**config.mk**
```make
export PLATFORM = sky130hd
export DESIGN_NAME = seg_scan_ctrl
export DESIGN_NICKNAME = d
export VERILOG_FILES = /design/src/rtl/seg_scan_ctrl.sv
export SDC_FILE = /design/constraint.sdc
export NUM_CORES = 1
export LEC_CHECK = 0
export ABC_AREA = 0
export CAP_MARGIN = 0
export CELL_PAD_IN_SITES_DETAIL_PLACEMENT = 0
export CELL_PAD_IN_SITES_GLOBAL_PLACEMENT = 1
export CORE_ASPECT_RATIO = 1.25
export CORE_UTILIZATION = 44
export CTS_BUF_LIST = sky130_fd_sc_hd__clkbuf_16
export DETAILED_ROUTE_END_ITERATION = 7
export GPL_ROUTABILITY_DRIVEN = 0
export MAX_ROUTING_LAYER = met4
export PLACE_DENSITY_LB_ADDON = 0.1
export SYNTH_ARGS = -nofsm -noshare
export SYNTH_HDL_FRONTEND = slang
export SYNTH_SLANG_ARGS = --single-unit
```
**constraint.sdc**
```tcl
create_clock -name clk -period 5.7 [get_ports clk]
set_clock_uncertainty 0.05 [all_clocks]
set_input_delay 0.855 -clock clk [delete_from_list [all_inputs] [get_ports clk]]
set_output_delay 0.855 -clock clk [all_outputs]
set_load 0.01 [all_outputs]
```
**src/rtl/seg_scan_ctrl.sv**
```systemverilog
// Six-digit multiplexed 7-segment scan driver with a valid/ready word input.
// Optional build macro SEG_LZ_BLANK_EN enables leading-zero blanking.
module seg_scan_ctrl #(
  parameter int unsigned SCAN_DIV = 50000
) (
  input  logic        clk,
  input  logic        rst,
  input  logic [23:0] i_bcd,
  input  logic [5:0]  i_dp,
  input  logic        i_valid,
  output logic        o_ready,
  output logic [5:0]  o_seg_enb,
  output logic [6:0]  o_seg,
  output logic        o_seg_dp
);

  localparam int unsigned     PW      = $clog2(SCAN_DIV + 1);
  localparam logic [PW-1:0]   DIV_MAX = PW'(SCAN_DIV - 1);

  typedef enum logic {IDLE, PEND} state_t;

  state_t        state, state_next;
  logic [PW-1:0] presc;
  logic [2:0]    dig_idx, dig_idx_next;
  logic          scan_tick, frame_end;
  logic          capture, load;

  logic [23:0]   pend_bcd, act_bcd, show_bcd;
  logic [5:0]    pend_dp, act_dp, show_dp;
  logic [3:0]    digit;
  logic          digit_dp;
  logic [5:0]    enb_next;
  logic [6:0]    seg_next;

  function automatic logic [6:0] decode(input logic [3:0] code);
    case (code)
      4'd0:    decode = 7'h40;
      4'd1:    decode = 7'h79;
      4'd2:    decode = 7'h24;
      4'd3:    decode = 7'h30;
      4'd4:    decode = 7'h19;
      4'd5:    decode = 7'h12;
      4'd6:    decode = 7'h02;
      4'd7:    decode = 7'h78;
      4'd8:    decode = 7'h00;
      4'd9:    decode = 7'h10;
      default: decode = 7'h3F;
    endcase
  endfunction

  assign scan_tick    = (presc == DIV_MAX);
  assign frame_end    = scan_tick && (dig_idx == 3'd5);
  assign dig_idx_next = (dig_idx == 3'd5) ? 3'd0 : dig_idx + 3'd1;
  assign o_ready      = (state == IDLE);

  // NOTE: every signal written here gets a default first, so no path leaves
  // a value unassigned and no latch is inferred.
  always_comb begin
    state_next = state;
    capture    = 1'b0;
    load       = 1'b0;
    case (state)
      IDLE: if (i_valid) begin
        capture    = 1'b1;
        state_next = PEND;
      end
      PEND: if (frame_end) begin
        load       = 1'b1;
        state_next = IDLE;
      end
      default: state_next = IDLE;
    endcase
  end

  // The word being loaded at frame_end is already the one shown in the
  // digit-0 slot that the same tick registers.
  assign show_bcd = load ? pend_bcd : act_bcd;
  assign show_dp  = load ? pend_dp  : act_dp;

  always_comb begin
    digit    = 4'd0;
    digit_dp = 1'b0;
    enb_next = 6'h3F;
    for (int i = 0; i < 6; i++) begin
      if (dig_idx_next == 3'(i)) begin
        digit       = show_bcd[4*i +: 4];
        digit_dp    = show_dp[i];
        enb_next[i] = 1'b0;
      end
    end
  end

`ifdef SEG_LZ_BLANK_EN
  logic [5:0] blank;
  logic       zero_above;
  logic       blank_sel;

  // Digit 0 is excluded so a zero word still shows a single 0.
  always_comb begin
    blank      = '0;
    zero_above = 1'b1;
    for (int i = 5; i >= 1; i--) begin
      zero_above = zero_above && (show_bcd[4*i +: 4] == 4'd0);
      blank[i]   = zero_above;
    end
  end

  always_comb begin
    blank_sel = 1'b0;
    for (int i = 0; i < 6; i++)
      if (dig_idx_next == 3'(i)) blank_sel = blank[i];
  end

  assign seg_next = blank_sel ? 7'h7F : decode(digit);
`else
  assign seg_next = decode(digit);
`endif

  // NOTE: sequential state uses non-blocking assignments only, so every
  // register samples pre-edge values regardless of statement order.
  always_ff @(posedge clk) begin
    if (rst) begin
      state     <= IDLE;
      presc     <= '0;
      dig_idx   <= 3'd0;
      pend_bcd  <= '0;
      pend_dp   <= '0;
      act_bcd   <= '0;
      act_dp    <= '0;
      o_seg_enb <= 6'h3F;
      o_seg     <= 7'h7F;
      o_seg_dp  <= 1'b1;
    end else begin
      state <= state_next;
      presc <= scan_tick ? '0 : presc + 1'b1;
      if (capture) begin
        pend_bcd <= i_bcd;
        pend_dp  <= i_dp;
      end
      if (load) begin
        act_bcd <= pend_bcd;
        act_dp  <= pend_dp;
      end
      if (scan_tick) begin
        dig_idx   <= dig_idx_next;
        o_seg_enb <= enb_next;
        o_seg     <= (enb_next == 6'h3F) ? 7'h7F : seg_next;
        o_seg_dp  <= (enb_next == 6'h3F) ? 1'b1  : ~digit_dp;
      end
    end
  end

endmodule

```
; ---- Word level (Yosys, flattened, before mapping)
; Memory sizes are Yosys's and may differ from the RTL's.
; Cells that the tools add are included.
[classes]
shifts = 0
n_reduce_logical = 3
n_bitwise = 2
n_eq_ne = 8
mux = 29
n_lt_le_gt_ge = 0
mul = 0
add_sub_neg = 2
div = 0
[op_table]
columns = operator, n
row1 = 24-bit 2-to-1 mux, 1
row2 = 4-bit 2-to-1 mux, 6
row3 = 1-bit 2-to-1 mux, 18
row4 = 16-bit by 1-bit adder with 16-bit output (second input constant), 1
row5 = 16-bit equality test (second input constant), 1
row6 = 3-bit equality test (second input constant), 3
row7 = 7-bit 2-to-1 mux, 1
row8 = 3-bit by 2-bit equality test with 1-bit output (second input constant), 2
row9 = 6-bit equality test (second input constant), 1
row10 = 6-bit 2-to-1 mux, 1
row11 = 3-bit by 1-bit adder with 3-bit output (second input constant), 1
row12 = 3-bit by 1-bit equality test with 1-bit output (second input constant), 1
row13 = 3-bit zero test, 1
row14 = 3-bit 2-to-1 mux, 1
row15 = 1-bit inverter, 2
row16 = 1-bit case mux with 2 select lines, 1
row17 = 2-bit OR reduction, 1
row18 = 1-bit logical AND, 1
[totals]
latchBits = 0
wordCells = 55
output_inout_bits = 15
ram_bits = 0
inputBits = 33
register_bits = 94
rom_bits = 112
n_memories = 1
[memory_table]
columns = memory, words, word_bits, rd, rd_clocked_by_memory_dff, write_ports, line
row1 = (name not given), 16, 7, 1, 0, 0, 36  ; case (code)

; ---- Longest topological paths before layout
; Gate-level depths: netlist of the first run.
[logic_depth]
ltp_word = 13
depth_mapped = 14
mapped_depth_nobuf = 12

; ---- Least setup slack after synthesis of the first run
; No wires, ideal clock.
[synth_timing]
path_type = reg2reg
startpoint = register presc[0]
endpoint = register o_seg[4]
period_less_slack_ns = 2.870
arrival_time_ns = 2.668
setup_ns = 0.152
path_buffers = 0
stages_incl_launch_ff = 12
setup_slack_ns = 2.830
required_time_ns = 5.498
cell_sequence = dfxtp_1 -> ha_1 -> and3_1 -> nand4_2 -> o21ai_0 -> a31oi_1 -> a2111oi_1 -> ha_1 -> inv_1 -> a2111o_1 -> o32ai_1 -> a31oi_1
[synth_via]
elab_chain_len = 13
[synth_lines]
columns = element, line
row1 = start: declaration, 23  ; logic [PW-1:0] presc;
row2 = start signal: assignment, 135  ; presc <= scan_tick ? '0 : presc + 1'b1;
row3 = 16-bit equality test *, 51  ; assign scan_tick = (presc == DIV_MAX);
row4 = 1-bit logical AND, 52  ; assign frame_end = scan_tick && (dig_idx == 3'd5);
row5 = 1-bit 2-to-1 mux, 67  ; PEND: if (frame_end) begin
row6 = 1-bit 2-to-1 mux, 62  ; case (state)
row7 = 24-bit 2-to-1 mux, --
row8 = 4-bit 2-to-1 mux (6 in series), 85  ; if (dig_idx_next == 3'(i)) begin
row9 = memory 16 x 7 bit, --
row10 = 7-bit 2-to-1 mux, 147  ; o_seg <= (enb_next == 6'h3F) ? 7'h7F : seg_next;
row11 = end signal: assignment, 147
row12 = end: declaration, 13  ; output logic [6:0] o_seg,
; Every way passes the cells marked *; elsewhere a longest branch is shown, timed or not.
; A chain may end at the register's enable or synchronous reset.

; ---- Worst setup path after layout of the first run
[layout_timing]
startpoint = register dig_idx[0]
endpoint = register o_seg[4]
[layout_via]
elab_chain_len = 13
elab_cells_between_ends = 28
cone_classes = add/sub (1) / eq/ne (7) / mux (17) / reduce/logical (2) / memory (1)
[layout_lines]
columns = element, line
row1 = start: declaration, 24  ; logic [2:0] dig_idx, dig_idx_next;
row2 = start signal: assignment, 145  ; dig_idx <= dig_idx_next;
row3 = branches (longest 12 deep; another with memory 16 x 7 bit), --
row4 = 7-bit 2-to-1 mux *, 147
; Every way passes the cells marked *.

==> results.cfg, run 1 <==
[clock_tree]
post_cts_resized = 0
post_cts_hold_buffer_count = 0
cts_buffers = 9
insertion_delay_ns = 0.34
tritoncts = yes
clk_root_buffer_cell = clkbuf_16
clock_path_buffers = 2
clk_transition_reported_paths_ns = 0.06
htreeDepth = 3
cts_post_setup_buffers_inserted = 0
clock_sinks = 94

[global_route]
initial_antenna_violation_count = 0
globalRouteOverflowTotal = 0
grt_pass1_vias = 3063
grtUsageMet1 = 0.266
global_route.usage.met3 = 0.0330
grt_util_all_layers = 0.212
grt_busiest_layer = met2
met2_usage = 0.329
grt_pass1_wl_um = 14800
grt_max_degree = 72

[die]
floorplan.initialDensity = 0.454
die-height_um = 108
die_w_um = 86.5
floorplan.die_area_um2 = 9320
num_rows = 38
design.portCount = 48
fp.coreArea_um2 = 8650

[finish]
nFillCells = 851
layout-area-overhead-vs-synth_pct = 21.9
layout.cells.most_common = nand2_1
final_cell_area_um2 = 4790
insertedDiodeCount = 0
layout_common_cells = nand2_1 (129), dfxtp_1 (94), a21oi_1 (63)
final_net_count = 564
drive_above_1_share = 0.0511
layout.area.seq_um2 = 1880
multi_input_comb_area_um2 = 1890

[synth]
synth.avg_cell_area_um2 = 8.01
ys_seq_elements = 94
async_flop_share = 0
yosysSeqAreaShare = 0.479
synth_cell_types = 42
area_share_of_the_largest_cell_type_after_synthesis = 0.479
syn_area_um2 = 3930
biggest_area_contributors_in_the_synthesized_netlist = dfxtp_1 (48%), nand2_1 (12%), a21oi_1 (8.0%), nor2_1 (4.2%), mux2i_1 (3.3%)
synthesis.instances = 491
synth_top_area_cell = dfxtp_1
yosysWarnings = 0
synth_edf_count = 0
synth_flop_cell = dfxtp_1
syn-num-nets = 531

[timing]
max_clock_freq_mhz = 247
timing_hold_violations_final = 0
grt_setup_unrepaired = no
worst_hold_slack_ns = 0.402
worst_margin_slew_ns = 1.12
post_layout_worst_setup_margin_ns = 1.66
period_minus_slack_ns = 4.04
final-max-slew-violation-count = 0
final_min_period_over_clock_period = 0.709
slew_headroom = 0.252
setup_viol = 0
total_negative_slack_ns = 0

[setup_path]
timing_worst_setup_path_type = reg2reg
reg2reg_from = dig_idx[0]
maximum_fanout_encountered_on_the_critical_timing_path = 24
cp.required_ns = 5.84
r2r_end = o_seg[4]
crit_path_capture_type = flip-flop
timing.critical_path.from_type = flip-flop
timing.reg2reg.worst_path_depth = 10
timing.reg2reg.setup_slack_ns = 1.66
worstPathArrival_ns = 4.18

[worst_hold_path]
timing.hold.worst_path_depth = 1
timing.hold.worst.start = presc[0]
timing.hold.worst.class = reg2reg
min_to = presc[0]

[place]
dpl_worst_slack_ns = 1.72
io_buffer_count = 47
detailedPlacementHpwl_um = 5890
placedInstanceArea_um2 = 4470

[drt]
first_iter_violations = 161
drt-vias-per-instance = 5.10
detailroute.via_count = 3305
route.final.wire_length_um = 8670
drt_pre_antenna_iters = 4
detail-route-antenna-nets = 0
drcViolationCount = 0
routed_wire_length_per_instance_um = 13.4

[pwr]
total_power_draw_uw = 1400
cellLeakagePower_uw = 0.00175
vdd.ir_drop.worst_v = 0.000180
p_per_area_nw_per_um2 = 293

[job]
maxCapViolations = 0

[status]
run_status = finished clean
==> flip-flops by register name, summed over array words and instances (netlist names), 3 cells and up <==
| signal | cells |
|---|---|
| act_bcd | 24 |
| act_dp | 6 |
| dig_idx | 3 |
| o_seg | 7 |
| o_seg_enb | 6 |
| pend_bcd | 24 |
| pend_dp | 6 |
| presc | 16 |
==> where the power goes <==
group          total, uW  internal (uW)  switching (uW)  leakage [uW]
logic               63.4           31.1            32.3      0.000819
clock network        661            422             239      0.000164
registers            680            671            8.68      0.000763
==> worst max-delay path by stage <==
stage | from | to | slack (ns) | cells past startpoint
2_1_floorplan | presc[0] | o_seg[4] | 2.83 | 11
3_3_place_gp | dig_idx[0] | o_seg[4] | 2.04 | 10
3_5_place_dp | dig_idx[0] | o_seg[4] | 1.72 | 10
4_1_cts | dig_idx[0] | o_seg[4] | 1.66 | 10
5_1_grt | dig_idx[0] | o_seg[4] | 1.33 | 10
6_report | dig_idx[0] | o_seg[4] | 1.66 | 10
==> synth_stat cells (all sizes together) (2+ instances only) <==
master	instances
and3	4
nand4	7
ha	7
xor2	7
dfxtp	94
nor3	8
nor4b	2
mux2i	13
o21ai	18
a211oi	2
a21oi	63
a2111oi	2
buf	6
xnor2	8
clkbuf	23
o22ai	4
nor2	45
nor2b	2
a211o	2
nand2b	4
a31oi	5
nand2	129
inv	12
nand3	11
o21bai	3
==> metrics by stage <==
| stage | utilization | std cells |
|---|---|---|
| finish | 0.554 | 648 |
| global route | 0.554 | 648 |
| CTS | 0.554 | 648 |
| detailed placement | 0.516 | 633 |
| global placement | 0.516 | 633 |
| floorplan | - | 491 |
==> worst max-delay path: stages, from the launching register on <==
cell       delay [ns]
dfxtp_1          0.88
and2_1           0.42
nand2_1          0.19
o21ai_0          0.25
a31oi_1          0.12
a2111oi_1        0.92
ha_1             0.32
inv_1            0.06
a2111o_1         0.35
o32ai_1          0.25
a31oi_1          0.06
==> logic make-up (layout without fill, tap and decap cells) <==
logic type,after synthesis,after routing,share of synthesized area
DFF,94,94,0.479
and+or+nand+nor,217,217,0.237
adders and majority gates,7,7,0.0223
xor gates and xnor gates,15,15,0.0334
buffers and inverters,41,78,0.0404
muxes,14,14,0.0360
AOI/OAI and AO/OA,103,103,0.152
==> per-layer routing <==
layer  vias up  wire, um
met2        64      4070
met5         -         0
li1       1708         -
met3        14       287
met1      1519      4130
met4         0       184
==> area by class of cell <==
type                    count  area share
clock buffers               9      0.0470
flip-flops and latches     94       0.393
well taps                 120      0.0313
multi-input cells         356       0.395
clock inverters             6      0.0214
repair buffers             51       0.103
inverters                  12     0.00940
Note: power is estimated with default switching activity, not from simulation.
==> inputs of run 2 (changes only) <==
--- a/config.mk
+++ b/config.mk
@@ -10,7 +10,7 @@
 export CELL_PAD_IN_SITES_DETAIL_PLACEMENT = 0
 export CELL_PAD_IN_SITES_GLOBAL_PLACEMENT = 1
 export CORE_ASPECT_RATIO = 1.25
-export CORE_UTILIZATION = 44
+export CORE_UTILIZATION = 37
 export CTS_BUF_LIST = sky130_fd_sc_hd__clkbuf_16
 export DETAILED_ROUTE_END_ITERATION = 7
 export GPL_ROUTABILITY_DRIVEN = 0
==> constraint.sdc (replaced) <==
create_clock -name clk -period 3.6 [get_ports clk]
set_clock_uncertainty 0.05 [all_clocks]
set_input_delay 0.54 -clock clk [delete_from_list [all_inputs] [get_ports clk]]
set_output_delay 0.54 -clock clk [all_outputs]
set_load 0.01 [all_outputs]
==> run 2 against run 1 <==
Compared with the run above:
- maximum frequency rose by 31%
- global-route usage shrank 2.7 points
- sequential power rose by 59%
- sequential share of layout area fell by 0.49 points
- critical path depth is 2 higher
- sequential cell count did not move
- critical endpoint unchanged
- highest routed layer unchanged
==> results.cfg, run 2 (same netlist as run 1, synthesis figures left out) <==
[job]
maxCapViolations = 0

[pwr]
vdd.ir_drop.worst_v = 0.000249
cellLeakagePower_uw = 0.00177
total_power_draw_uw = 2250
p_per_area_nw_per_um2 = 464

[setup_path]
maximum_fanout_encountered_on_the_critical_timing_path = 18
cp.required_ns = 3.74
slowest_delay_ns = 0.49
critPathSlowestCell = and4_2
cp-startpoint = presc[0]
critical_path.cell_chain = ha_1 > and3_1 > and4_2 > nand3_1 > a31oi_1 > nor3_1 > inv_1 > ha_1 > inv_1 > a2111o_1 > o32ai_1 > a31oi_1
reg2reg_from = presc[0]
timing.critical_path.from_type = flip-flop
worstPathArrival_ns = 3.22
crit_path_capture_type = flip-flop
timing_worst_setup_path_type = reg2reg

[timing]
total_negative_slack_ns = 0
final-max-slew-violation-count = 0
grt_setup_unrepaired = no
max_clock_freq_mhz = 325
post_layout_worst_setup_margin_ns = 0.519
period_minus_slack_ns = 3.08
slew_headroom = 0.330
setup_viol = 0
worst_margin_slew_ns = 1.00
final_min_period_over_clock_period = 0.856
worst_hold_slack_ns = 0.398
timing_hold_violations_final = 0

[global_route]
grt_max_degree = 50
grt_pass1_vias = 3146
grt_pass1_wl_um = 15300
grt_util_all_layers = 0.185
initial_antenna_violation_count = 0
globalRouteOverflowTotal = 0

[place]
io_buffer_count = 47
detailedPlacementHpwl_um = 6360
dpl_worst_slack_ns = 0.348

[drt]
drt-vias-per-instance = 5.05
route.final.wire_length_um = 9090
detailroute.via_count = 3349
drcViolationCount = 0
first_iter_violations = 165
routed_wire_length_per_instance_um = 13.7
detail-route-antenna-nets = 0
drt_pre_antenna_iters = 4

[clock_tree]
clock_path_buffers = 2
htreeDepth = 3
cts_buffers = 9
tritoncts = yes
post_cts_hold_buffer_count = 0
cts_post_setup_buffers_inserted = 0
clk_transition_reported_paths_ns = 0.07
clock_sinks = 94
clk_root_buffer_cell = clkbuf_16
insertion_delay_ns = 0.34

[finish]
final_net_count = 569
insertedDiodeCount = 0
drive_above_1_share = 0.0674
layout.cells.most_common = nand2_1
layout-area-overhead-vs-synth_pct = 23.5
layout_common_cells = nand2_1 (129), dfxtp_1 (94), a21oi_1 (63)
layout_top_registers = act_bcd: 24 flops, pend_bcd: 24 flops, presc: 16 flops

[die]
die_w_um = 94.2
floorplan.initialDensity = 0.385
fp.coreArea_um2 = 10200
floorplan.die_area_um2 = 11000
die-height_um = 117
num_rows = 41
design.portCount = 48

[worst_hold_path]
timing.hold.worst.class = reg2reg
timing.hold.worst.start = presc[0]

[status]
run_status = finished clean
## run 2: changes by cell type in the layout (fill, tap and decap cells not counted)
cell        previous run  this run
buf_4                  4         9
clkinv_2               1         3
and4_1                 1         0
and4_2                 0         1
clkinv_1               1         0
clkinvlp_4             0         1
inv_1                 12        11
## run 2: where the power goes
| group | internal, uW | switching, uW | leakage [uW] |
|---|---|---|---|
| combinational | 50.2 | 51.6 | 0.000843 |
| sequential | 1060 | 14.1 | 0.000763 |
| clock | 675 | 398 | 0.000165 |
| total | 1790 | 463 | 0.00177 |
## run 2: repair_timing
item | 4_1_cts | 5_1_grt
gates resized for setup | 0 | 1
hold endpoints to repair | 0 | 0
endpoints found under the setup margin | 0 | 1
## run 2: worst paths after layout
path / endpoint / slack [ns] / cells after the start
hold reg to reg: presc[0] / 0.40 / 1
setup / recovery: o_seg[4] / 0.52 / 12
hold / removal: presc[0] / 0.40 / 1
setup reg to reg: o_seg[4] / 0.52 / 12
## run 2: metal layers
| layer | global-route usage | share of wire | vias to the layer above |
|---|---|---|---|
| met4 | 0.0995 | 0.023 | 0 |
| li1 | - | - | 1721 |
| met1 | 0.236 | 0.49 | 1556 |
| met5 | - | 0 | - |
| met2 | 0.285 | 0.46 | 58 |
| met3 | 0.0220 | 0.025 | 14 |
## run 2: cell type report
type / instances / area (um^2)
clock buffer: 9 / 225
clock inverter: 7 / 113
fill: 1038 / 5360
inverter: 12 / 45.0
multi-input combinational: 356 / 1890
sequential: 94 / 1880
tap: 129 / 161
timing repair buffer: 56 / 533
## run 2: critical path, delay by kind of cell, from the launching register on
kind | cells | cell delay (ns)
AO/OA/AOI/OAI | 4 | 0.89
adder cells (fa/ha/maj) | 2 | 0.39
buffers and inverters | 2 | 0.20
flip-flops | 1 | 0.35
AND/OR/NAND/NOR | 4 | 1.06
## run 2: through the flow
stage / area, um^2 / util / cells
floorplan: 3930 / - / 491
global placement: 4510 / 0.442 / 647
detailed placement: 4510 / 0.442 / 647
CTS: 4850 / 0.475 / 663
global route: 4850 / 0.475 / 663
finish: 4850 / 0.475 / 663
